File: src/rtl/conv_sequencer.sv
// Sequencer for the multi-channel binary convolution datapath.
// Streams kernels and image rows from SRAM and writes output rows.
module conv_sequencer #(
    parameter int IMG_DIM  = 16,
    parameter int KER_DIM  = 3,
    parameter int NUM_CH   = 1,
    parameter int ADDR_W   = 12,
    parameter int RD_LAT   = 1,
    parameter int IN_BASE  = 0,
    parameter int KER_BASE = 64,
    parameter int OUT_BASE = 128,
    localparam int KR_W = $clog2(KER_DIM),
    localparam int CH_W = (NUM_CH > 1) ? $clog2(NUM_CH) : 1
) (
    input  logic              clk,
    input  logic              reset,
    input  logic              go,
    output logic              busy,
    output logic              done,
    output logic              sram_rd_en,
    output logic [ADDR_W-1:0] sram_rd_addr,
    output logic              ker_capture,
    output logic [KR_W-1:0]   ker_row,
    output logic              row_shift,
    output logic [CH_W-1:0]   ch_idx,
    output logic              sram_we,
    output logic [ADDR_W-1:0] sram_wr_addr
);

    localparam int OUT_ROWS = IMG_DIM - KER_DIM + 1;
    localparam int PW = $clog2(RD_LAT + 2);
    localparam int RW = $clog2(IMG_DIM + 1);

    // phase within one read step: read at 0, capture at RD_LAT,
    // output write at RD_LAT+1 (RUN only)
    localparam logic [PW-1:0] PH_CAP = PW'(RD_LAT);
    localparam logic [PW-1:0] PH_WR  = PW'(RD_LAT + 1);

    localparam logic [RW-1:0] K_LAST = RW'(KER_DIM - 1);
    localparam logic [RW-1:0] P_LAST = RW'(KER_DIM - 2);
    localparam logic [RW-1:0] R_LAST = RW'(OUT_ROWS - 1);

    localparam logic [CH_W-1:0] CH_LAST = CH_W'(NUM_CH - 1);

    typedef enum logic [2:0] {
        S_IDLE,
        S_LOAD_KER,
        S_PRIME,
        S_RUN,
        S_NEXT_CH,
        S_DONE
    } state_t;

    state_t state_q, state_d;

    logic [PW-1:0]   ph_q, ph_d;
    logic [RW-1:0]   row_q, row_d;
    logic [CH_W-1:0] ch_q, ch_d;

    logic              busy_d;
    logic              done_d;
    logic              rd_en_d;
    logic [ADDR_W-1:0] rd_addr_d;
    logic              ker_cap_d;
    logic [KR_W-1:0]   ker_row_d;
    logic              shift_d;
    logic              we_d;
    logic [ADDR_W-1:0] wr_addr_d;

    // State, phase, row and channel register
    always_ff @(posedge clk) begin
        if (reset) begin
            state_q <= S_IDLE;
            ph_q    <= '0;
            row_q   <= '0;
            ch_q    <= '0;
        end else begin
            state_q <= state_d;
            ph_q    <= ph_d;
            row_q   <= row_d;
            ch_q    <= ch_d;
        end
    end

    // Next-state logic: walks read steps through each phase of a channel
    always_comb begin
        state_d = state_q;
        ph_d    = ph_q;
        row_d   = row_q;
        ch_d    = ch_q;
        unique case (state_q)
            S_IDLE: begin
                if (go) begin
                    state_d = S_LOAD_KER;
                    ph_d    = '0;
                    row_d   = '0;
                    ch_d    = '0;
                end
            end
            S_LOAD_KER: begin
                if (ph_q == PH_CAP) begin
                    ph_d = '0;
                    if (row_q == K_LAST) begin
                        row_d   = '0;
                        state_d = S_PRIME;
                    end else begin
                        row_d = row_q + RW'(1);
                    end
                end else begin
                    ph_d = ph_q + PW'(1);
                end
            end
            S_PRIME: begin
                if (ph_q == PH_CAP) begin
                    ph_d = '0;
                    if (row_q == P_LAST) begin
                        row_d   = '0;
                        state_d = S_RUN;
                    end else begin
                        row_d = row_q + RW'(1);
                    end
                end else begin
                    ph_d = ph_q + PW'(1);
                end
            end
            S_RUN: begin
                if (ph_q == PH_WR) begin
                    ph_d = '0;
                    if (row_q == R_LAST) begin
                        row_d   = '0;
                        state_d = S_NEXT_CH;
                    end else begin
                        row_d = row_q + RW'(1);
                    end
                end else begin
                    ph_d = ph_q + PW'(1);
                end
            end
            S_NEXT_CH: begin
                ph_d  = '0;
                row_d = '0;
                if (ch_q == CH_LAST) begin
                    state_d = S_DONE;
                end else begin
                    ch_d    = ch_q + CH_W'(1);
                    state_d = S_LOAD_KER;
                end
            end
            S_DONE: begin
                state_d = S_IDLE;
                ch_d    = '0;
            end
            default: begin
                state_d = S_IDLE;
                ph_d    = '0;
                row_d   = '0;
                ch_d    = '0;
            end
        endcase
    end

    // Output decode from the next state so every strobe leaves a flop
    always_comb begin
        busy_d    = 1'b0;
        done_d    = 1'b0;
        rd_en_d   = 1'b0;
        rd_addr_d = '0;
        ker_cap_d = 1'b0;
        ker_row_d = '0;
        shift_d   = 1'b0;
        we_d      = 1'b0;
        wr_addr_d = '0;
        unique case (state_d)
            S_IDLE: begin
                busy_d = 1'b0;
            end
            S_LOAD_KER: begin
                busy_d    = 1'b1;
                rd_en_d   = (ph_d == '0);
                ker_cap_d = (ph_d == PH_CAP);
                ker_row_d = KR_W'(row_d);
                if (ph_d == '0) begin
                    rd_addr_d = ADDR_W'(KER_BASE
                              + 32'(ch_d) * KER_DIM
                              + 32'(row_d));
                end
            end
            S_PRIME: begin
                busy_d  = 1'b1;
                rd_en_d = (ph_d == '0);
                shift_d = (ph_d == PH_CAP);
                if (ph_d == '0) begin
                    rd_addr_d = ADDR_W'(IN_BASE + 32'(row_d));
                end
            end
            S_RUN: begin
                busy_d  = 1'b1;
                rd_en_d = (ph_d == '0);
                shift_d = (ph_d == PH_CAP);
                we_d    = (ph_d == PH_WR);
                if (ph_d == '0) begin
                    rd_addr_d = ADDR_W'(IN_BASE
                              + 32'(row_d)
                              + KER_DIM - 1);
                end
                if (ph_d == PH_WR) begin
                    wr_addr_d = ADDR_W'(OUT_BASE
                              + 32'(ch_d) * OUT_ROWS
                              + 32'(row_d));
                end
            end
            S_NEXT_CH: begin
                busy_d = 1'b1;
            end
            S_DONE: begin
                busy_d = 1'b1;
                done_d = 1'b1;
            end
            default: begin
                busy_d = 1'b0;
            end
        endcase
    end

    // Registered outputs, all cleared by reset
    always_ff @(posedge clk) begin
        if (reset) begin
            busy         <= 1'b0;
            done         <= 1'b0;
            sram_rd_en   <= 1'b0;
            sram_rd_addr <= '0;
            ker_capture  <= 1'b0;
            ker_row      <= '0;
            row_shift    <= 1'b0;
            ch_idx       <= '0;
            sram_we      <= 1'b0;
            sram_wr_addr <= '0;
        end else begin
            busy         <= busy_d;
            done         <= done_d;
            sram_rd_en   <= rd_en_d;
            sram_rd_addr <= rd_addr_d;
            ker_capture  <= ker_cap_d;
            ker_row      <= ker_row_d;
            row_shift    <= shift_d;
            ch_idx       <= ch_d;
            sram_we      <= we_d;
            sram_wr_addr <= wr_addr_d;
        end
    end

endmodule

File: config.mk
export PLATFORM = sky130hd
export DESIGN_NAME = conv_sequencer
export DESIGN_NICKNAME = d
export VERILOG_FILES = /design/src/rtl/conv_sequencer.sv
export SDC_FILE = /design/constraint.sdc
export NUM_CORES = 1
export LEC_CHECK = 0
export BUFFER_PORTS_ARGS = -buffer_cell sky130_fd_sc_hd__buf_2
export CORE_MARGIN = 5
export CORE_UTILIZATION = 41
export CTS_BUF_LIST = sky130_fd_sc_hd__clkbuf_4 sky130_fd_sc_hd__clkbuf_8 sky130_fd_sc_hd__clkbuf_16
export CTS_CLUSTER_SIZE = 14
export DETAILED_ROUTE_END_ITERATION = 8
export GPL_TIMING_DRIVEN = 0
export PLACE_DENSITY_LB_ADDON = 0.3
export SETUP_SLACK_MARGIN = 0.5
export SKIP_LAST_GASP = 1
export SYNTH_ARGS = -nofsm -noshare
export SYNTH_HDL_FRONTEND = slang
export SYNTH_SLANG_ARGS = --single-unit
export TNS_END_PERCENT = 20
File: constraint.sdc
create_clock -name clk -period 5 [get_ports clk]
set_input_delay 0.25 -clock clk [delete_from_list [all_inputs] [get_ports clk]]
set_output_delay 0.25 -clock clk [all_outputs]
set_load 0.05 [all_outputs]
==> flow_summary.toml, run 1 <==
[clock_tree]
cts_tree = "yes"
clk_pin_slew_ns = 0.07
cts_resized = 0
htree_levels = 2
cts_max_path_buffers = 2
postCtsHoldBufs = 0
cts_setup_buffers = 0
ctsRootBufferMaster = "clkbuf_8"
cts_made_buffers = 5
clock_latency_ns = 0.28
cts.sinks = 33

[timing]
setup_viol = 0
setup_tns_ns = 0
final-hold-violation-count = 0
clock_skew_ns = 0.00461
min_period_over_period_pct = 61.9
setup_ws_ns = 1.90
rsz0062_at_grt = "false"
fin_crit_ns = 3.10
relSlewSlack_pct = 63.4
tightest_slew_ns = 0.545
slew_violations = 0
clock.fmax_mhz = 323

[critical_path]
crit_path_start_kind = "flop"
end_kind = "flop"
crit_buf_inv = 3
reg2reg_from = "row_q[0]"
cp.arrival_ns = 3.26
crit_path_frequent_cell = "inv_1"
worst-endpoint-required_ns = 5.16
crit_path_cell_trace = "inv_1 > ha_1 > nor4b_2 > nor3_1 > or3_4 > o21ai_1 > inv_1 > ha_1 > inv_1 > fa_1 > xnor2_1 > a221oi_1 > nor2_1"
path_class = "reg2reg"
critPathLaunch = "row_q[0]"
cpPeakStageDelay_ns = 0.46
crit_path_max_fanout = 7
cp_top_family = "simple AND/OR/NAND/NOR gates"
slowest_stage = "nor4b_2"

[global_routing]
grt_pass1_vias = 1612
grt_max_degree = 11
track_usage_pct = 15.4
grt_pass1_wl_um = 7670
antenna_found_initial = 0
grt_overflow = 0

[min_path]
hold_path_class = "in2reg"
holdCritStartpoint = "reset"

[routing]
dr.pass1.iters = 4
drc = 0
ant_nets = 0
drtIter0Drc = 116
wl_per_cell_um = 13.7
wl_um = 4440
vias = 1680
vias_per_cell = 5.17

[floorplan]
start_util_pct = 41.8
coreArea_um2 = 4690
row_count = 25
ioPinCount = 36
dieWidth_um = 79.2
fp.dieArea_um2 = 6260
die_h_um = 79.2

[synth]
synth_seq_cells = 33
synth_xor_area_share_pct = 1.34
synthMuxAreaShare_pct = 0
synth_compound_area_share_pct = 20.7
syn_area_per_cell_um2 = 8.56
synth_top_family_by_area = "simple AND/OR/NAND/NOR gates"
synth-edff-count = 0
synth-seq-area-share_pct = 33.7
synth_warnings = 0
synth-main-ff-cell = "dfxtp_1"
yosys.area_share.simple_pct = 25.8
yosysUniqueCellTypes = 61
yosys.area_share.adder_pct = 7.15
async_flop_share_pct = 0
syn_inst = 229
syn_area_um2 = 1960

[placement]
port_buffers = 25
hpwl_um = 3400
pre_cts_ws_ns = 1.97
gp_congestion = 0.906

[cells_and_area]
final_layout_size_suffix_gt1_share_pct = 25.5
finalNetCount = 283
synthToLayoutAreaGrowth_pct = 16.0
antenna_cells = 0
fill_cells = 459

[outcome]
status = "finished, final reports clean"

[power]
p_leak_nw = 1.07
irDropWorstVdd_mv = 0.197
p_total_w = 0.000553
powerDensity_nw_per_um2 = 243

[job]
drv_cap = 0
-- logic make-up after synthesis --
group | after synthesis
xor gates and xnor gates | 3
adders and majority gates | 10
buffers and inverters | 38
and+or+nand+nor | 87
AOI/OAI and AO/OA | 57
DFF | 33
other | 1
-- state kept, by name, summed over array words and instances (netlist names), 2 cells and up --
register / count
row_q: 5
sram_rd_addr: 7
ker_row: 2
sram_wr_addr: 7
state_q: 3
ph_q: 2
-- per-layer routing --
layer / wire, um / GRT usage (%) / part of all wire (%)
met5: 0 / 0 / 0
met4: 76 / 6.53 / 1.7
met3: 179 / 3.63 / 4.0
met2: 2080 / 24.0 / 47
met1: 2110 / 20.3 / 47
-- worst register-to-register path, delay by kind of cell, from the launching register on --
family / cells / cell delay, ns
AOI/OAI and AO/OA: 2 / 0.65
and+or+nand+nor: 4 / 1.07
adders and majority gates: 3 / 0.57
xor gates and xnor gates: 1 / 0.08
DFF: 1 / 0.36
buffers and inverters: 3 / 0.24
-- layout by cell type (no fill, tap or decap), drive strengths merged, types with 3 or more instances in the layout --
cell type	count
nor2b	5
nor3	11
or3	3
nand2	15
a2bb2oi	3
nor2	23
nor3b	3
ha	8
a22oi	3
inv	19
and2	3
xnor2	3
and3	3
nand2b	5
buf	42
nor4	3
conb	10
nand3	5
dfxtp	33
a21o	4
a21oi	15
o21ai	12
clkbuf	8
-- synthesized netlist by cell type, types with 2 or more instances --
master,instances,area [um^2]
o21ai_1,4,20.0
a21oi_1,14,70.1
a21o_1,4,30.0
nor3_1,9,45.0
nand3b_1,2,15.0
or3_1,2,12.5
buf_4,13,97.6
nor2b_1,5,31.3
nand2_1,14,52.6
nor3b_1,3,22.5
dfxtp_1,33,661
fa_1,2,40.0
a2bb2oi_1,2,17.5
buf_6,3,33.8
nor2_1,23,86.3
inv_1,18,67.6
and2_1,2,12.5
ha_1,8,100
a221oi_1,2,17.5
o31ai_1,2,15.0
xnor2_1,3,26.3
a211oi_1,2,15.0
nor4_1,2,12.5
a211o_1,2,17.5
a22oi_1,2,15.0
nand2b_1,5,31.3
and3_1,3,18.8
nand3_1,5,25.0
o21ai_0,8,40.0
-- power breakdown --
part           internal, W  total [W]  switching, W
Combinational    0.0000258  0.0000854     0.0000596
Clock             0.000102   0.000197     0.0000956
Sequential        0.000268   0.000271    0.00000292
Total             0.000395   0.000553      0.000158
-- final timing paths --
path                      to  slack (ns)  depth (start not counted)
min reg2reg       state_q[2]        0.67                          3
max          sram_rd_addr[2]        1.90                         13
max reg2reg  sram_rd_addr[2]        1.90                         13
min                 row_q[2]        0.22                          2
-- through the flow --
stage	instances	hold slack, ns	area, um^2	util [%]
floorplan	238	0.322	1990	-
detailed placement	317	0.505	2190	46.6
CTS	325	0.201	2270	48.5
global route	325	0.216	2270	48.5
finish	325	0.218	2270	48.5
global placement	317	0.506	2190	46.6
-- final cells by class --
cell class,instances,area (um^2),area share [%]
multi-input combinational,167,1120,49.1
sequential,33,661,29.1
buffer,19,145,6.38
timing repair buffer,25,125,5.50
clock buffer,6,76.3,3.36
inverter,19,71.3,3.14
tap,54,67.6,2.97
clock inverter,2,10.0,0.440
Power figures use the tool's default switching activity.
==> run 2, diff against run 1 <==
clock period = 3 ns   (was 5 ns; I/O delays follow)
==> flow_summary.toml, run 2 (synthesized netlist as in run 1, its figures left out) <==
[outcome]
status = "finished, final reports clean"

[power]
power_frac_comb_pct = 15.5
switching_power_w = 0.000273
irDropWorstVdd_mv = 0.361
clkPwrFrac_pct = 41.7
p_seq_share_pct = 42.8
p_leak_nw = 1.20
switching_share_pct = 26.0
p_total_w = 0.00105
p_int_w = 0.000777
powerDensity_nw_per_um2 = 407

[global_routing]
antenna_found_initial = 0
track_usage_pct = 17.1
grt_max_degree = 11
grt_pass1_vias = 1783
grt_overflow = 0
grt_pass1_wl_um = 8460

[critical_path]
crit_path_max_fanout = 4
cp.arrival_ns = 2.80
worst-endpoint-required_ns = 3.21
r2r_setup_slack_ns = 0.41
crit_path_start_kind = "flop"
path_class = "reg2reg"
end_kind = "flop"

[routing]
vias_per_cell = 5.25
drc = 0
ant_nets = 0
dr.pass1.iters = 4
wl_um = 4960
drtIter0Drc = 182
wl_per_cell_um = 14.5
vias = 1797

[cells_and_area]
final_area_um2 = 2580
finalNetCount = 300
layout_commonest_cell = "buf_4"
fill_cells = 425
regArea_um2 = 677
final_layout_size_suffix_gt1_share_pct = 38.9
synthToLayoutAreaGrowth_pct = 31.5
layout_common_cells = "buf_4 (30), buf_2 (26), dfxtp_1 (26)"
multiInputGateArea_um2 = 1240
top_regs = "sram_rd_addr: 7 flops, sram_wr_addr: 7 flops, row_q: 5 flops"
antenna_cells = 0

[floorplan]
ioPinCount = 36
row_count = 25
dieWidth_um = 79.2
die_h_um = 79.2
fp.dieArea_um2 = 6260
start_util_pct = 41.8
coreArea_um2 = 4690

[job]
drv_cap = 0

[timing]
holdWs_ns = 0.121
final-hold-violation-count = 0
setup_viol = 0
slew_violations = 0
clock.fmax_mhz = 386
setup_tns_ns = 0
relSlewSlack_pct = 64.3
tightest_slew_ns = 0.536
clock_skew_ns = 0.00650
rsz0062_at_grt = "true"
min_period_over_period_pct = 86.3
fin_crit_ns = 2.59

[placement]
gp_congestion = 0.899
hpwl_um = 3420
postPlaceCellArea_um2 = 2230
port_buffers = 25

[clock_tree]
htree_levels = 2
clock_latency_ns = 0.28
cts_made_buffers = 5
cts_tree = "yes"
ctsRootBufferMaster = "clkbuf_8"
cts.sinks = 33
clk_pin_slew_ns = 0.07
cts_max_path_buffers = 2

[min_path]
hold_path_class = "in2reg"
run 2: cell count changes in the layout (fill, tap and decap cells not counted), moves of 3 or more:
cell / before / now
ha_1: 8 / 5
ha_4: 0 / 3
inv_2: 1 / 6
dfxtp_4: 0 / 3
buf_4: 13 / 30
dfxtp_1: 33 / 26
inv_1: 18 / 13
dfxtp_2: 0 / 4
nor3_4: 1 / 4
run 2: path summary, 6_finish.rpt:
| kind | start | endpoint | cells after the start |
|---|---|---|---|
| worst max-delay path | row_q[0] | sram_rd_addr[1] | 12 |
| worst min-delay path | reset | row_q[2] | 2 |
| worst max register to register | row_q[0] | sram_rd_addr[1] | 12 |
| worst min register to register | ch_idx | state_q[2] | 3 |
run 2: power by group through the flow:
| stage | Sequential [W] | Combinational, W | Clock, W |
|---|---|---|---|
| 3_5_place_dp | 0.000461 | 0.000143 | 0 |
| 2_1_floorplan | 0.000479 | 0.000101 | 0 |
| 5_1_grt | 0.000450 | 0.000176 | 0.000472 |
| 4_1_cts | 0.000450 | 0.000159 | 0.000449 |
| 3_3_place_gp | 0.000461 | 0.000143 | 0 |
| 6_report | 0.000449 | 0.000163 | 0.000438 |
run 2: through the flow:
step / cells / setup slack [ns] / utilization, %
after global routing: 342 / 0.281 / 55.0
final: 342 / 0.410 / 55.0
after detailed placement: 317 / 0.178 / 47.6
after CTS: 341 / 0.449 / 54.1
after floorplan: 238 / 0.507 / -
after global placement: 317 / 0.172 / 47.6
run 2: worst max-delay path, stage by stage, from the launching register on:
cell and delay [ns]:
dfxtp_4 0.37, inv_2 0.07, ha_4 0.12, nor4b_4 0.31, nor3_4 0.11, or3_4 0.41
o21ai_4 0.17, inv_2 0.06, ha_4 0.16, inv_2 0.05, fa_2 0.40, nand2b_4 0.15
a21oi_2 0.15
run 2: layout make-up:
type / count / area share, %
Multi-Input combinational cell: 167 / 48.2
Clock buffer: 7 / 3.49
Sequential cell: 33 / 26.2
Tap cell: 54 / 2.62
Inverter: 19 / 2.77
Timing Repair Buffer: 42 / 9.80
Clock inverter: 1 / 1.16
Buffer: 19 / 5.73
run 2: repair_timing:
item                                    in CTS  in global routing
buffers inserted                            16                  1
pin swaps                                    9                  8
endpoints found under the setup margin       9                  9
endpoints found under the hold margin        0                  0
gates resized for setup                     18                  8
hold buffers                                 0                  0
run 2: layer usage:
metal  vias to the layer above  routed length (um)  track usage, %
li1                        904                   -               -
met1                       829                2230            22.0
met2                        56                2350            28.2
met3                         8                 305            4.42
met4                         0                  72            4.98
met5                         -                   0               0
==> run 3, diff against run 2 <==
clock period = 2.3 ns   (was 3 ns; I/O delays follow)
==> flow_summary.toml, run 3 (synthesized netlist as in run 1, its figures left out) <==
[outcome]
status = "finished with violations"
violations = "negative setup slack"

[timing]
setup_ws_ns = -0.279
tightest_slew_ns = 0.552
fin_crit_ns = 2.58
setup_viol = 10
min_period_over_period_pct = 112
final-hold-violation-count = 0
clock_skew_ns = 0.00772
rsz0062_at_grt = "true"
relSlewSlack_pct = 63.2
clock.fmax_mhz = 388
slew_violations = 0

[critical_path]
r2r_setup_slack_ns = -0.28
crit_path_max_fanout = 3
reg2reg_to = "sram_rd_addr[1]"
path_class = "reg2reg"
cp.arrival_ns = 2.81
crit_path_start_kind = "flop"
reg2reg_depth = 12
end_kind = "flop"
worst-endpoint-required_ns = 2.53
reg2reg_from = "row_q[0]"

[clock_tree]
cts.sinks = 33
clk_pin_slew_ns = 0.07
ctsRootBufferMaster = "clkbuf_8"
cts_tree = "yes"
cts_max_path_buffers = 2
clock_latency_ns = 0.29
postCtsHoldBufs = 0
cts_made_buffers = 5
htree_levels = 2

[placement]
pre_cts_ws_ns = -0.485
port_buffers = 25
gp_congestion = 0.912
dp.cells = 317
hpwl_um = 3470

[floorplan]
fp.dieArea_um2 = 6260
start_util_pct = 41.8
dieWidth_um = 79.2
ioPinCount = 36
row_count = 25
coreArea_um2 = 4690
die_h_um = 79.2

[global_routing]
antenna_found_initial = 0
grt_overflow = 0
grt_max_degree = 11
track_usage_pct = 18.4
grt_pass1_wl_um = 9000
grt_pass1_vias = 1886

[routing]
dr.pass1.iters = 4
vias_per_cell = 5.45
drc = 0
wl_um = 5470
wl_per_cell_um = 15.6
vias = 1907
drtIter0Drc = 151
ant_nets = 0

[min_path]
hold_path_class = "in2reg"
hold_depth = 2
holdCritStartpoint = "reset"
hold_end = "row_q[2]"

[power]
irDropWorstVdd_mv = 0.499
p_leak_nw = 1.25
powerDensity_nw_per_um2 = 519

[job]
drv_cap = 0

[cells_and_area]
top_regs = "sram_rd_addr: 7 flops, sram_wr_addr: 7 flops, row_q: 5 flops"
layout_common_cells = "buf_4 (38), buf_2 (26), dfxtp_1 (26)"
finalNetCount = 308
layout_commonest_cell = "buf_4"
antenna_cells = 0
synthToLayoutAreaGrowth_pct = 37.7
final_layout_size_suffix_gt1_share_pct = 42.2
stdcell_count = 350
[run 3: changes by cell type in the layout (fill, tap and decap cells not counted), sizes merged]
cell	before	now
buf	59	67
[run 3: final cells by class]
| cell class | instances | area [um^2] |
|---|---|---|
| timing repair buffer | 50 | 313 |
| clock buffer | 7 | 90.1 |
| sequential | 33 | 679 |
| fill | 420 | 1990 |
| buffer | 19 | 154 |
| clock inverter | 1 | 30.0 |
| tap | 54 | 67.6 |
| inverter | 19 | 73.8 |
| multi-input combinational | 167 | 1290 |
[run 3: worst max path at each step]
stage                     from               to  slack, ns  cells past startpoint
floorplan             row_q[1]  sram_rd_addr[1]      -0.17                     12
global placement    state_q[1]  sram_rd_addr[3]      -0.51                     10
detailed placement     ph_q[1]  sram_wr_addr[3]      -0.48                      9
CTS                   row_q[0]  sram_rd_addr[4]      -0.23                     14
global route          row_q[0]  sram_wr_addr[3]      -0.41                     11
finish                row_q[0]  sram_rd_addr[1]      -0.28                     12
[run 3: routing by layer]
metal / up-vias / track usage (%) / wire length (um)
met5: - / 0 / 0
met4: 0 / 6.87 / 125
met3: 13 / 4.08 / 332
met2: 82 / 31.6 / 2740
met1: 897 / 22.3 / 2270
li1: 915 / - / -
[run 3: repair_timing]
item                                   in CTS  in global routing
endpoints found under the hold margin       0                  0
pin swaps                                  16                  5
setup buffers                              21                  4
gates resized for setup                    25                  9
setup endpoints to repair                  24                 26
[run 3: critical path, cell delays in order, from the launching register on]
cell	delay, ns
dfxtp_4	0.36
inv_2	0.05
ha_2	0.16
nor4b_4	0.32
nor3_4	0.11
or3_4	0.36
o21ai_4	0.17
inv_1	0.06
ha_2	0.18
inv_2	0.05
fa_2	0.41
nand2b_4	0.16
a21oi_4	0.13
[run 3: power breakdown]
part	internal, W	switching [W]	leakage, nW
Sequential	0.000579	0.00000491	0.272
Clock	0.000365	0.000223	0.0619
Combinational	0.0000773	0.000152	0.915
Total	0.00102	0.000380	1.25
[run 3: stage by stage]
step | power [W] | TNS, ns | hold slack [ns] | util (%) | area (um^2)
global route | 0.00146 | -3.34 | 0.0610 | 57.5 | 2700
finish | 0.00140 | -2.23 | 0.0712 | 57.5 | 2700
global placement | 0.000788 | -4.26 | 0.371 | 47.7 | 2240
detailed placement | 0.000788 | -4.12 | 0.374 | 47.7 | 2240
floorplan | 0.000756 | -1.16 | 0.187 | - | 2040
CTS | 0.00139 | -1.55 | 0.0593 | 56.3 | 2640
